--- src/rtl/clock_phase_ctrl.sv ---
// ============================================================================
// Module      : clock_phase_ctrl
// Description : Derives the four skeleton-CPU clocks from the master clock
//               using a 4-phase sequencer, stretches reset for the core,
//               counts processor cycles and freezes the clocks on request.
// Revision    : 1.0 - initial release
// ============================================================================
`default_nettype none

module clock_phase_ctrl #(
    parameter int unsigned RESET_HOLD = 2,
    parameter int unsigned CNT_W      = 32
) (
    input  logic             clock,
    input  logic             reset,
    input  logic             halt_req,
    output logic             imem_clock,
    output logic             dmem_clock,
    output logic             processor_clock,
    output logic             regfile_clock,
    output logic             core_reset,
    output logic             halted,
    output logic [1:0]       phase,
    output logic [CNT_W-1:0] proc_cycle
);

    localparam logic [7:0] HOLD_LIMIT = 8'(RESET_HOLD);

    typedef enum logic [0:0] {
        ST_RUN  = 1'b0,
        ST_HALT = 1'b1
    } state_t;

    state_t           r_state;
    state_t           w_state_nxt;
    logic [7:0]       r_hold;
    logic [7:0]       w_hold_nxt;
    logic [1:0]       w_phase_nxt;
    logic             w_imem_nxt;
    logic             w_dmem_nxt;
    logic             w_proc_nxt;
    logic             w_rf_nxt;
    logic             w_core_reset_nxt;
    logic             w_halted_nxt;
    logic [CNT_W-1:0] w_cycle_nxt;
    logic             w_advance;
    logic             w_entry;

    // Next-state and next-output decode; every output is registered below.
    always_comb begin
        w_state_nxt      = r_state;
        w_hold_nxt       = r_hold;
        w_phase_nxt      = phase;
        w_imem_nxt       = imem_clock;
        w_dmem_nxt       = dmem_clock;
        w_proc_nxt       = processor_clock;
        w_rf_nxt         = regfile_clock;
        w_core_reset_nxt = core_reset;
        w_halted_nxt     = halted;
        w_cycle_nxt      = proc_cycle;
        w_advance        = 1'b0;

        case (r_state)
            ST_RUN: begin
                // Halt only at the end of a full processor cycle.
                if (halt_req && (phase == 2'd3)) begin
                    w_state_nxt  = ST_HALT;
                    w_imem_nxt   = 1'b0;
                    w_dmem_nxt   = 1'b0;
                    w_proc_nxt   = 1'b0;
                    w_rf_nxt     = 1'b0;
                    w_halted_nxt = 1'b1;
                end else begin
                    w_phase_nxt = phase + 2'd1;
                    w_advance   = 1'b1;
                end
            end
            ST_HALT: begin
                // Leaving halt starts a fresh processor cycle at phase 0.
                if (!halt_req) begin
                    w_state_nxt  = ST_RUN;
                    w_phase_nxt  = 2'd0;
                    w_halted_nxt = 1'b0;
                    w_advance    = 1'b1;
                end
            end
            default: w_state_nxt = ST_RUN;
        endcase

        w_entry = w_advance && (w_phase_nxt == 2'd0);

        if (w_advance) begin
            w_proc_nxt = (w_phase_nxt < 2'd2);
            w_rf_nxt   = (w_phase_nxt >= 2'd2);
            w_imem_nxt = ~w_phase_nxt[0];
            w_dmem_nxt = w_phase_nxt[0];
        end

        // Phase-0 entry: count the cycle and step the reset stretch, so
        // core_reset only ever drops together with a processor_clock rise.
        if (w_entry) begin
            w_cycle_nxt = proc_cycle + CNT_W'(1);
            if (r_hold == HOLD_LIMIT) begin
                w_core_reset_nxt = 1'b0;
            end else begin
                w_hold_nxt = r_hold + 8'd1;
            end
        end
    end

    // State and output registers with synchronous reset.
    always_ff @(posedge clock) begin
        if (reset) begin
            r_state         <= ST_RUN;
            r_hold          <= 8'd0;
            phase           <= 2'd3;
            imem_clock      <= 1'b0;
            dmem_clock      <= 1'b0;
            processor_clock <= 1'b0;
            regfile_clock   <= 1'b0;
            core_reset      <= 1'b1;
            halted          <= 1'b0;
            proc_cycle      <= '0;
        end else begin
            r_state         <= w_state_nxt;
            r_hold          <= w_hold_nxt;
            phase           <= w_phase_nxt;
            imem_clock      <= w_imem_nxt;
            dmem_clock      <= w_dmem_nxt;
            processor_clock <= w_proc_nxt;
            regfile_clock   <= w_rf_nxt;
            core_reset      <= w_core_reset_nxt;
            halted          <= w_halted_nxt;
            proc_cycle      <= w_cycle_nxt;
        end
    end

endmodule

`default_nettype wire

--- config.mk ---
export PLATFORM = sky130hd
export DESIGN_NAME = clock_phase_ctrl
export DESIGN_NICKNAME = d
export VERILOG_FILES = /design/src/rtl/clock_phase_ctrl.sv
export SDC_FILE = /design/constraint.sdc
export NUM_CORES = 1
export LEC_CHECK = 0
export CAP_MARGIN = 20
export CORE_MARGIN = 1.5
export CORE_UTILIZATION = 55
export CTS_BUF_LIST = sky130_fd_sc_hd__clkbuf_16
export DETAILED_ROUTE_END_ITERATION = 8
export PLACE_DENSITY = 0.88
export SYNTH_ARGS = -nofsm -noshare
export SYNTH_HDL_FRONTEND = slang
export SYNTH_SLANG_ARGS = --single-unit
export TNS_END_PERCENT = 5
--- constraint.sdc ---
create_clock -name clock -period 3.35 [get_ports clock]
set_clock_uncertainty 0.2 [all_clocks]
set_input_delay 0.67 -clock clock [delete_from_list [all_inputs] [get_ports clock]]
set_output_delay 0.67 -clock clock [all_outputs]
set_load 0.01 [all_outputs]
==> results of run 1 <==
==> report_power, final <==
| group | total [mW] | switching, mW | internal [mW] |
|---|---|---|---|
| Clock | 0.504 | 0.226 | 0.278 |
| Combinational | 0.260 | 0.152 | 0.108 |
| Sequential | 0.647 | 0.0301 | 0.617 |
==> layout make-up <==
cell class,count,share of cell area (%)
inverters,5,0.611
clock inverters,3,0.733
multi-input cells,218,46.6
flip-flops and latches,49,31.9
repair buffers,44,14.0
well taps,52,2.12
clock buffers,5,4.07
==> synthesized netlist by cell type, types with 5 or more instances <==
cell type  count
or4_1         10
nor2_1        24
o21ai_0       13
or3_1         12
dfxtp_1       49
inv_1          5
a21oi_1       28
clkbuf_1       7
nand4_1       14
and3_1         8
and4_1         8
nor2b_1       11
o31ai_1        9
mux2_2        11
nand2_1       17
nor3_1        10
==> worst max-delay path: stages <==
cell and delay (ps):
clkdlybuf4s50_1 560, o21ai_2 350, o2111ai_4 370, or4_1 600, a21oi_1 150
==> sequential cells by signal, summed over array words and instances (netlist names) <==
name	cells
core_reset	1
r_hold	8
r_state	1
imem_clock	1
dmem_clock	1
phase	2
regfile_clock	1
halted	1
proc_cycle	32
processor_clock	1
==> kinds of logic after synthesis <==
logic type / Yosys count / share of synthesized area [%]
AND/OR/NAND/NOR: 130 / 30.3
AO/OA/AOI/OAI: 67 / 17.5
flip-flops: 49 / 38.9
buffers and inverters: 20 / 4.22
multiplexers: 11 / 4.92
XOR/XNOR: 6 / 2.09
adder cells (fa/ha/maj): 4 / 1.99
==> per-stage QoR <==
stage	std cells	hold slack, ps	power [mW]	worst slack, ps	util (%)
after CTS	376	265	1.41	687	70.1
after floorplan	287	252	0.845	1170	-
final	376	262	1.41	671	70.1
after detailed placement	368	244	0.917	409	66.8
after global routing	376	293	1.47	548	70.1
after global placement	368	240	0.912	475	66.8
==> metal layers <==
layer	up-vias	routed length (µm)	part of all wire, %
li1	1149	-	-
met1	1101	2570	43
met2	77	2960	50
met3	16	288	4.8
met4	0	147	2.5
met5	-	0	0
==> how the worst max path moves through the flow <==
stage | endpoint | slack (ps) | from
after global routing | r_hold[6] | 550 | halt_req
after floorplan | proc_cycle[31] | 1170 | halt_req
after CTS | proc_cycle[22] | 690 | halt_req
final | proc_cycle[22] | 670 | halt_req
after detailed placement | proc_cycle[28] | 410 | halt_req
after global placement | proc_cycle[22] | 480 | halt_req
==> impl_results.md, run 1 <==
* RePlAce Congestion at 0.882
* Grt peak-use layer: met2
* Layout cells sized above 1 at 9.57%
* GRT Util Overall at 24.9%
* Power density cells at 459 mW/mm²
* Largest area contributor in the netlist: dfxtp_1
* TritonCTS Buffers at 5
* Unrepaired setup endpoints after global routing: no
* Reg area at 981 µm²
* Clock Latency Late Sink at 300 ps
* H-tree depth at 2
* Fill count at 343
* Post-Syn Area per Cell at 8.78 µm²
* Top-area cell type share of the netlist area at 38.9%
* Post-CTS Setup Bufs at 0
* Max VDD drop at 0.342 mV
* Leak Pwr at 1.03 nW
* Status: completed
* Post-synthesis sequential area ratio at 38.9%
* Die area at 0.00499 mm²
* R2R depth at 5
* Data required, critical path at 3370 ps
* Yosys synthesis warning count at 0
* Reg clk slew, reported paths at 70 ps
* Worst-Margin Slew at 678 ps
* Chip height at 70.7 µm
* Multi-input logic area at 0.00143 mm²
* Placeable Area at 0.00438 mm²
* Fin. Hold Viols at 0
* Synthesized net count at 294
* Final Setup Violations at 0
* Post-cts gate resize count at 0
* Max-cap violation count at 0
* # port buffers at 42
* Synth top area cells: dfxtp_1 39%, a21oi_1 5.6%, mux2_2 4.9%
* DP Wirelength at 4100 µm
* TritonCTS Sinks at 49
* Max Clk Rate at 0.373 GHz
* First-pass GRT wire length at 10000 µm
* CP Class: in2reg
* Largest net degree at the start of global routing at 40
* Asr flop ratio synth at 0%
* CTS Root Cell: clkbuf_16
* Reg2reg setup slack at 730 ps
* Hold-critical path depth at 1
* Nets at 330
* # DRC at 0
* Die W at 70.7 µm
* R2r startpoint: phase[0]
* Area Growth Syn to Fin at 22.1%
* DR iter-0 viols at 205
* Mapped Area at 0.00252 mm²
* Worst rel slew slack at 54.8%
* Min-delay src: core_reset
* Crit start category: input port
* Yosys cell types at 42
* Remaining Overflow, GRT at 0
* TritonCTS clock tree: done
* CTS max path bufs at 2
* Setup TNS at 0 ps
* Fin crit period at 2680 ps
* Top Ports at 43
* Hold buffers post-CTS at 0
* Critical path endpoint category: flip-flop
* Placement-stage cell area at 0.00293 mm²
* Wire per inst at 15.9 µm
* Final WL at 5970 µm
* GRT met3 Usage at 5.41%
* Syn Inst Count at 287
* Met1 usage at 31.1%
* WHS Endpoint: core_reset
* Worst-path maximum fanout at 15
* Worst r2r dst: proc_cycle[22]
* Post-synth EDFFs at 0
* Crit path DAT at 2700 ps
* Site Rows at 24
* Global Route met2 Usage at 41.5%
* Hold Crit Class: reg2reg
* Synth Flop Type: dfxtp_1
* Commonest non-fill, non-tap cell in the layout: dfxtp_1
* Vias at 2,343
* Initial Utilization at 57.4%
* Synth Register Bits at 49
* Ant. Diodes at 0
* Via density at 6.23
* First-pass iteration count of the detailed router at 4
* Max-slew violations at 0
* Detail Route Antenna Nets at 0
* Vias in the first global route at 2,185
* Final worst-path cycle share at 80.0%
* Initial antenna violation count at 0
* Design Area, Final at 0.00307 mm²
* Most frequent cells in the layout: 49 x dfxtp_1, 41 x clkdlybuf4s50_1, 28 x a21oi_1
Note: power is estimated with default switching activity, not from simulation.
==> run 2, diff against run 1 <==
--- a/config.mk
+++ b/config.mk
@@ -7,10 +7,10 @@
 export LEC_CHECK = 0
 export CAP_MARGIN = 20
 export CORE_MARGIN = 1.5
-export CORE_UTILIZATION = 55
+export CORE_UTILIZATION = 48
 export CTS_BUF_LIST = sky130_fd_sc_hd__clkbuf_16
 export DETAILED_ROUTE_END_ITERATION = 8
-export PLACE_DENSITY = 0.88
+export PLACE_DENSITY = 0.82
 export SYNTH_ARGS = -nofsm -noshare
 export SYNTH_HDL_FRONTEND = slang
 export SYNTH_SLANG_ARGS = --single-unit
==> constraint.sdc (replaced) <==
create_clock -name clock -period 2.2 [get_ports clock]
set_clock_uncertainty 0.2 [all_clocks]
set_input_delay 0.44 -clock clock [delete_from_list [all_inputs] [get_ports clock]]
set_output_delay 0.44 -clock clock [all_outputs]
set_load 0.01 [all_outputs]
==> run 2 against run 1 <==
  * Worst setup slack lost 580 ps
  * Sequential power increased by 51%
  * Highest routed layer unchanged
  * Clock-buffer cell count unchanged
  * Hold slack gained 9.6 ps
  * Global-route usage is 1.7 points lower
  * Total power rose by 64%
  * Combinational power is 120% higher
  * Sequential share of layout area decreased by 2.4 points
  * Die area increased by 14%
  * Non-clock buffer count is 26 higher
  * Critical endpoint is now proc_cycle[20]
==> impl_results.md, run 2 (same netlist as run 1, synthesis figures left out) <==
* R2R depth at 5
* Initial antenna violation count at 0
* Fill count at 434
* TritonCTS clock tree: done
* # port buffers at 42
* Crit start category: flip-flop
* Max-slew violations at 0
* CTS max path bufs at 2
* Fin. Hold Viols at 0
* TritonCTS Buffers at 5
* Status: completed
* Chip height at 75.4 µm
* Data required, critical path at 2190 ps
* DR iter-0 viols at 194
* DP Wirelength at 4370 µm
* Die W at 75.4 µm
* Setup ws final at 94.6 ps
* Clock Latency Late Sink at 300 ps
* R2r startpoint: proc_cycle[1]
* Leak Pwr at 1.16 nW
* # DRC at 0
* Most frequent cells in the layout: 49 x dfxtp_1, 41 x clkdlybuf4s50_1, 28 x a21oi_1, 28 x buf_4, 24 x nor2_1
* RePlAce Congestion at 0.809
* Largest net degree at the start of global routing at 37
* Worst rel slew slack at 58.2%
* Critical path endpoint category: flip-flop
* Site Rows at 26
* Final Setup Violations at 0
* Area Growth Syn to Fin at 31.8%
* Power density cells at 696 mW/mm²
* Max Clk Rate at 0.475 GHz
* Biggest register: proc_cycle
* Reg area at 981 µm²
* WHS Endpoint: core_reset
* Multi-input logic area at 0.00147 mm²
* Final worst-path cycle share at 95.7%
* Unrepaired setup endpoints after global routing: yes
* Worst-path maximum fanout at 8
* Hold-critical path depth at 1
* Final non-filler cell total at 422
* Final WL at 6590 µm
* Crit path DAT at 2100 ps
* Worst r2r dst: proc_cycle[20]
* Reg clk slew, reported paths at 70 ps
* Fin crit period at 2110 ps
* WHS at 272 ps
* Nets at 358
* Die area at 0.00569 mm²
* Hold Crit Class: reg2reg
* First-pass iteration count of the detailed router at 4
* Top Ports at 43
* Placeable Area at 0.00507 mm²
* CP Class: reg2reg
* Worst-Margin Slew at 626 ps
* H-tree depth at 2
* Remaining Overflow, GRT at 0
* Detail Route Antenna Nets at 0
* Reg2reg setup slack at 90 ps
* Min-delay src: core_reset
* Post-Place Worst Slack at -207 ps
* Vias at 2,478
* Via density at 5.87
* Max VDD drop at 0.562 mV
* Ant. Diodes at 0
* Max reg flops at 32
* TritonCTS Sinks at 49
* Vias in the first global route at 2,270
* Cells after DPL at 407
* GRT Util Overall at 23.3%
* Layout cells sized above 1 at 17.0%
* Wire per inst at 15.6 µm
* First-pass GRT wire length at 10,300 µm
* Commonest non-fill, non-tap cell in the layout: dfxtp_1
* Initial Utilization at 49.6%
* Top flop regs: proc_cycle: 32 flops, r_hold: 8 flops, phase: 2 flops
* CTS Root Cell: clkbuf_16
* Max-cap violation count at 0
[run 2: where the power goes]
part | leakage [nW] | switching (mW) | internal [mW]
sequential | 0.397 | 0.0381 | 0.939
clock | 0.0696 | 0.354 | 0.418
combinational | 0.689 | 0.284 | 0.280
total | 1.16 | 0.676 | 1.64
[run 2: layout make-up]
type | instances | share of cell area, %
clock buffers | 5 | 3.77
repair buffers | 70 | 18.8
flip-flops and latches | 49 | 29.5
clock inverters | 3 | 0.528
well taps | 70 | 2.64
multi-input cells | 220 | 44.1
inverters | 5 | 0.565
[run 2: metal layers]
layer	up-vias	part of all wire (%)	global-route usage (%)
li1	1203	-	-
met1	1179	42	27.9
met2	72	51	40.8
met3	24	4.0	2.91
met4	0	3.3	11.7
met5	-	0	0
[run 2: worst max-delay path, stage by stage (launching register included)]
cell	delay (ps)
dfxtp_1	380
ha_1	180
and2_1	250
nand4_1	320
nor3_1	320
mux2_2	360
[run 2: timing repair]
item / in CTS / in global routing
pin swaps: 0 / 4
hold endpoints to repair: 0 / 0
gates cloned: 0 / 2
hold buffers: 0 / 0
setup buffers: 0 / 5
resized for setup: 1 / 1
setup endpoints to repair: 5 / 13
[run 2: worst max path at each step]
stage / startpoint / endpoint / slack, ps / depth (start not counted)
2_1_floorplan: phase[0] / proc_cycle[31] / 70 / 6
3_3_place_gp: halt_req / proc_cycle[26] / -160 / 5
3_5_place_dp: halt_req / proc_cycle[24] / -210 / 5
4_1_cts: phase[0] / proc_cycle[24] / 20 / 5
5_1_grt: proc_cycle[1] / proc_cycle[20] / -40 / 5
6_report: proc_cycle[1] / proc_cycle[20] / 90 / 5
[run 2: stage by stage]
stage	cell area [µm²]	util (%)	TNS, ps	power [mW]
6_report	3320	65.4	0	2.31
5_1_grt	3320	65.4	-69.3	2.40
4_1_cts	3260	64.2	0	2.26
3_5_place_dp	3110	61.2	-3410	1.50
3_3_place_gp	3110	61.2	-2350	1.49
2_1_floorplan	2520	-	0	1.29
==> run 3, diff against run 2 <==
--- a/config.mk
+++ b/config.mk
@@ -7,10 +7,11 @@
 export LEC_CHECK = 0
 export CAP_MARGIN = 20
 export CORE_MARGIN = 1.5
-export CORE_UTILIZATION = 48
+export CORE_UTILIZATION = 53
 export CTS_BUF_LIST = sky130_fd_sc_hd__clkbuf_16
 export DETAILED_ROUTE_END_ITERATION = 8
-export PLACE_DENSITY = 0.82
+export PLACE_DENSITY = 0.86
+export REMOVE_ABC_BUFFERS = 1
 export SYNTH_ARGS = -nofsm -noshare
 export SYNTH_HDL_FRONTEND = slang
 export SYNTH_SLANG_ARGS = --single-unit
==> constraint.sdc (replaced) <==
create_clock -name clock -period 2.3 [get_ports clock]
set_clock_uncertainty 0.2 [all_clocks]
set_input_delay 0.46 -clock clock [delete_from_list [all_inputs] [get_ports clock]]
set_output_delay 0.46 -clock clock [all_outputs]
set_load 0.01 [all_outputs]
==> run 3 against run 2 <==
  * Largest cell class unchanged
  * Core utilization up 6.9 points
  * Design area down 2.6%
  * Sequential share of layout area up 0.78 points
  * Clock power down 8.2%
  * Non-clock buffer count down 5
  * Clock-buffer cell count unchanged
  * Register-to-register slack better by 20 ps
  * Fmax down 3.9%
  * Flip-flop and latch count unchanged
  * Via count down 2.3%
  * Highest routed layer unchanged
  * First-iteration DRC count down 28%
  * Global-route usage up 2.0 points
==> impl_results.md, run 3 (same netlist as run 1, synthesis figures left out) <==
* Status: completed
* Crit-path cells: ha_1, nor2b_4, o2111ai_1, nor4_1, mux2_2
* Final WL at 6140 µm
* TritonCTS Buffers at 5
* Detail Route Antenna Nets at 0
* TritonCTS Sinks at 49
* Max-slew violations at 0
* Commonest non-fill, non-tap cell in the layout: dfxtp_1
* Unrepaired setup endpoints after global routing: yes
* Crit path DAT at 2170 ps
* First-pass iteration count of the detailed router at 4
* Reg area at 981 µm²
* Cells after DPL at 389
* Clock Latency Late Sink at 290 ps
* Max-cap violation count at 0
* DR iter-0 viols at 140
* Max Clk Rate at 0.457 GHz
* CTS max path bufs at 2
* Biggest register: proc_cycle
* Ant. Diodes at 0
* CTS Root Cell: clkbuf_16
* DP Wirelength at 4420 µm
* Site Rows at 24
* Nets at 351
* Delay-heaviest family, CP: simple AND/OR/NAND/NOR gates
* First-pass GRT wire length at 10,300 µm
* R2r startpoint: phase[0]
* WHS Endpoint: core_reset
* # port buffers at 42
* Die area at 0.00517 mm²
* GRT Util Overall at 25.3%
* Reg2reg setup slack at 110 ps
* Critical path endpoint category: flip-flop
* Vias at 2,422
* Min-delay src: core_reset
* Largest net degree at the start of global routing at 36
* Wire per inst at 15.5 µm
* Final Setup Violations at 0
* Worst-Margin Slew at 617 ps
* Layout cells sized above 1 at 15.1%
* Vias in the first global route at 2,241
* Final worst-path cycle share at 95.2%
* Fill count at 354
* Max VDD drop at 0.517 mV
* R2R depth at 5
* Hold Crit Class: reg2reg
* CP Class: reg2reg
* Worst r2r dst: proc_cycle[31]
* Worst path max stage delay at 360 ps
* Fin. Hold Viols at 0
* Final Util at 72.3%
* Crit start category: flip-flop
* WP buf/inv at 0
* Area Growth Syn to Fin at 28.5%
* Worst-path maximum fanout at 7
* Placeable Area at 0.00447 mm²
* Most frequent cells in the layout: 49 x dfxtp_1, 41 x clkdlybuf4s50_1, 28 x a21oi_1
* Multi-input logic area at 0.00144 mm²
* Via density at 6.10
* Top flop regs: proc_cycle: 32 flops, r_hold: 8 flops, phase: 2 flops
* Final non-filler cell total at 397
* Remaining Overflow, GRT at 0
* WHS at 261 ps
* Initial Utilization at 56.3%
* Top Ports at 43
* Data required, critical path at 2280 ps
* Critical path's slowest cell: ha_1
* Hold-critical path depth at 1
* Reg clk slew, reported paths at 60 ps
* Worst rel slew slack at 58.9%
* Fin crit period at 2190 ps
* TritonCTS clock tree: done
* Chip height at 71.9 µm
* RePlAce Congestion at 0.794
* Initial antenna violation count at 0
* Die W at 71.9 µm
* H-tree depth at 2
* # DRC at 0
* Max reg flops at 32
* Power density cells at 653 mW/mm²
* Leak Pwr at 1.13 nW
## run 3: worst reg2reg max path, stage by stage (launching register included)
cell and delay [ps]:
dfxtp_1 320, ha_1 360, nor2b_4 280, o2111ai_1 230, nor4_1 330, mux2_2 360
## run 3: stage by stage
step | area, µm² | setup WS, ps | TNS, ps | total power [mW]
2_1_floorplan | 2430 | -5.79 | -28.9 | 1.19
3_3_place_gp | 3080 | -92.5 | -1300 | 1.40
3_5_place_dp | 3080 | -164 | -2360 | 1.41
4_1_cts | 3230 | 130 | 0 | 2.12
5_1_grt | 3240 | -0.105 | -0.105 | 2.21
6_report | 3240 | 110 | 0 | 2.11
## run 3: report_power, final
part           leakage, nW  switching [mW]  internal [mW]  total, mW
logic                0.662           0.241          0.222      0.462
registers            0.397          0.0424          0.898      0.941
clock network       0.0748           0.313          0.395      0.709
total                 1.13           0.596           1.52       2.11
## run 3: final cells by class
type / count / area share (%)
multi-input cells: 218 / 44.6
flip-flops and latches: 49 / 30.3
repair buffers: 65 / 18.2
clock buffers: 5 / 3.87
well taps: 52 / 2.01
inverters: 5 / 0.580
clock inverters: 3 / 0.425
## run 3: worst max-delay path by stage
stage / startpoint / to / slack [ps] / cells after the start
2_1_floorplan: phase[0] / proc_cycle[28] / -6 / 5
3_3_place_gp: halt_req / proc_cycle[30] / -90 / 5
3_5_place_dp: halt_req / proc_cycle[25] / -160 / 5
4_1_cts: phase[0] / proc_cycle[27] / 130 / 5
5_1_grt: phase[0] / proc_cycle[10] / -0.1 / 6
6_report: phase[0] / proc_cycle[31] / 110 / 5
## run 3: timing repair
item                       CTS  global route
hold buffers                 0             0
resized for setup            1             1
buffers inserted             0             0
setup endpoints to repair    3             2
## run 3: routing by layer
| layer | up-vias | track usage, % | wire, µm |
|---|---|---|---|
| met5 | - | 0 | 0 |
| met4 | 0 | 8.39 | 59 |
| met3 | 6 | 5.42 | 292 |
| met2 | 66 | 42.1 | 3040 |
| met1 | 1157 | 32.7 | 2740 |
| li1 | 1193 | - | - |
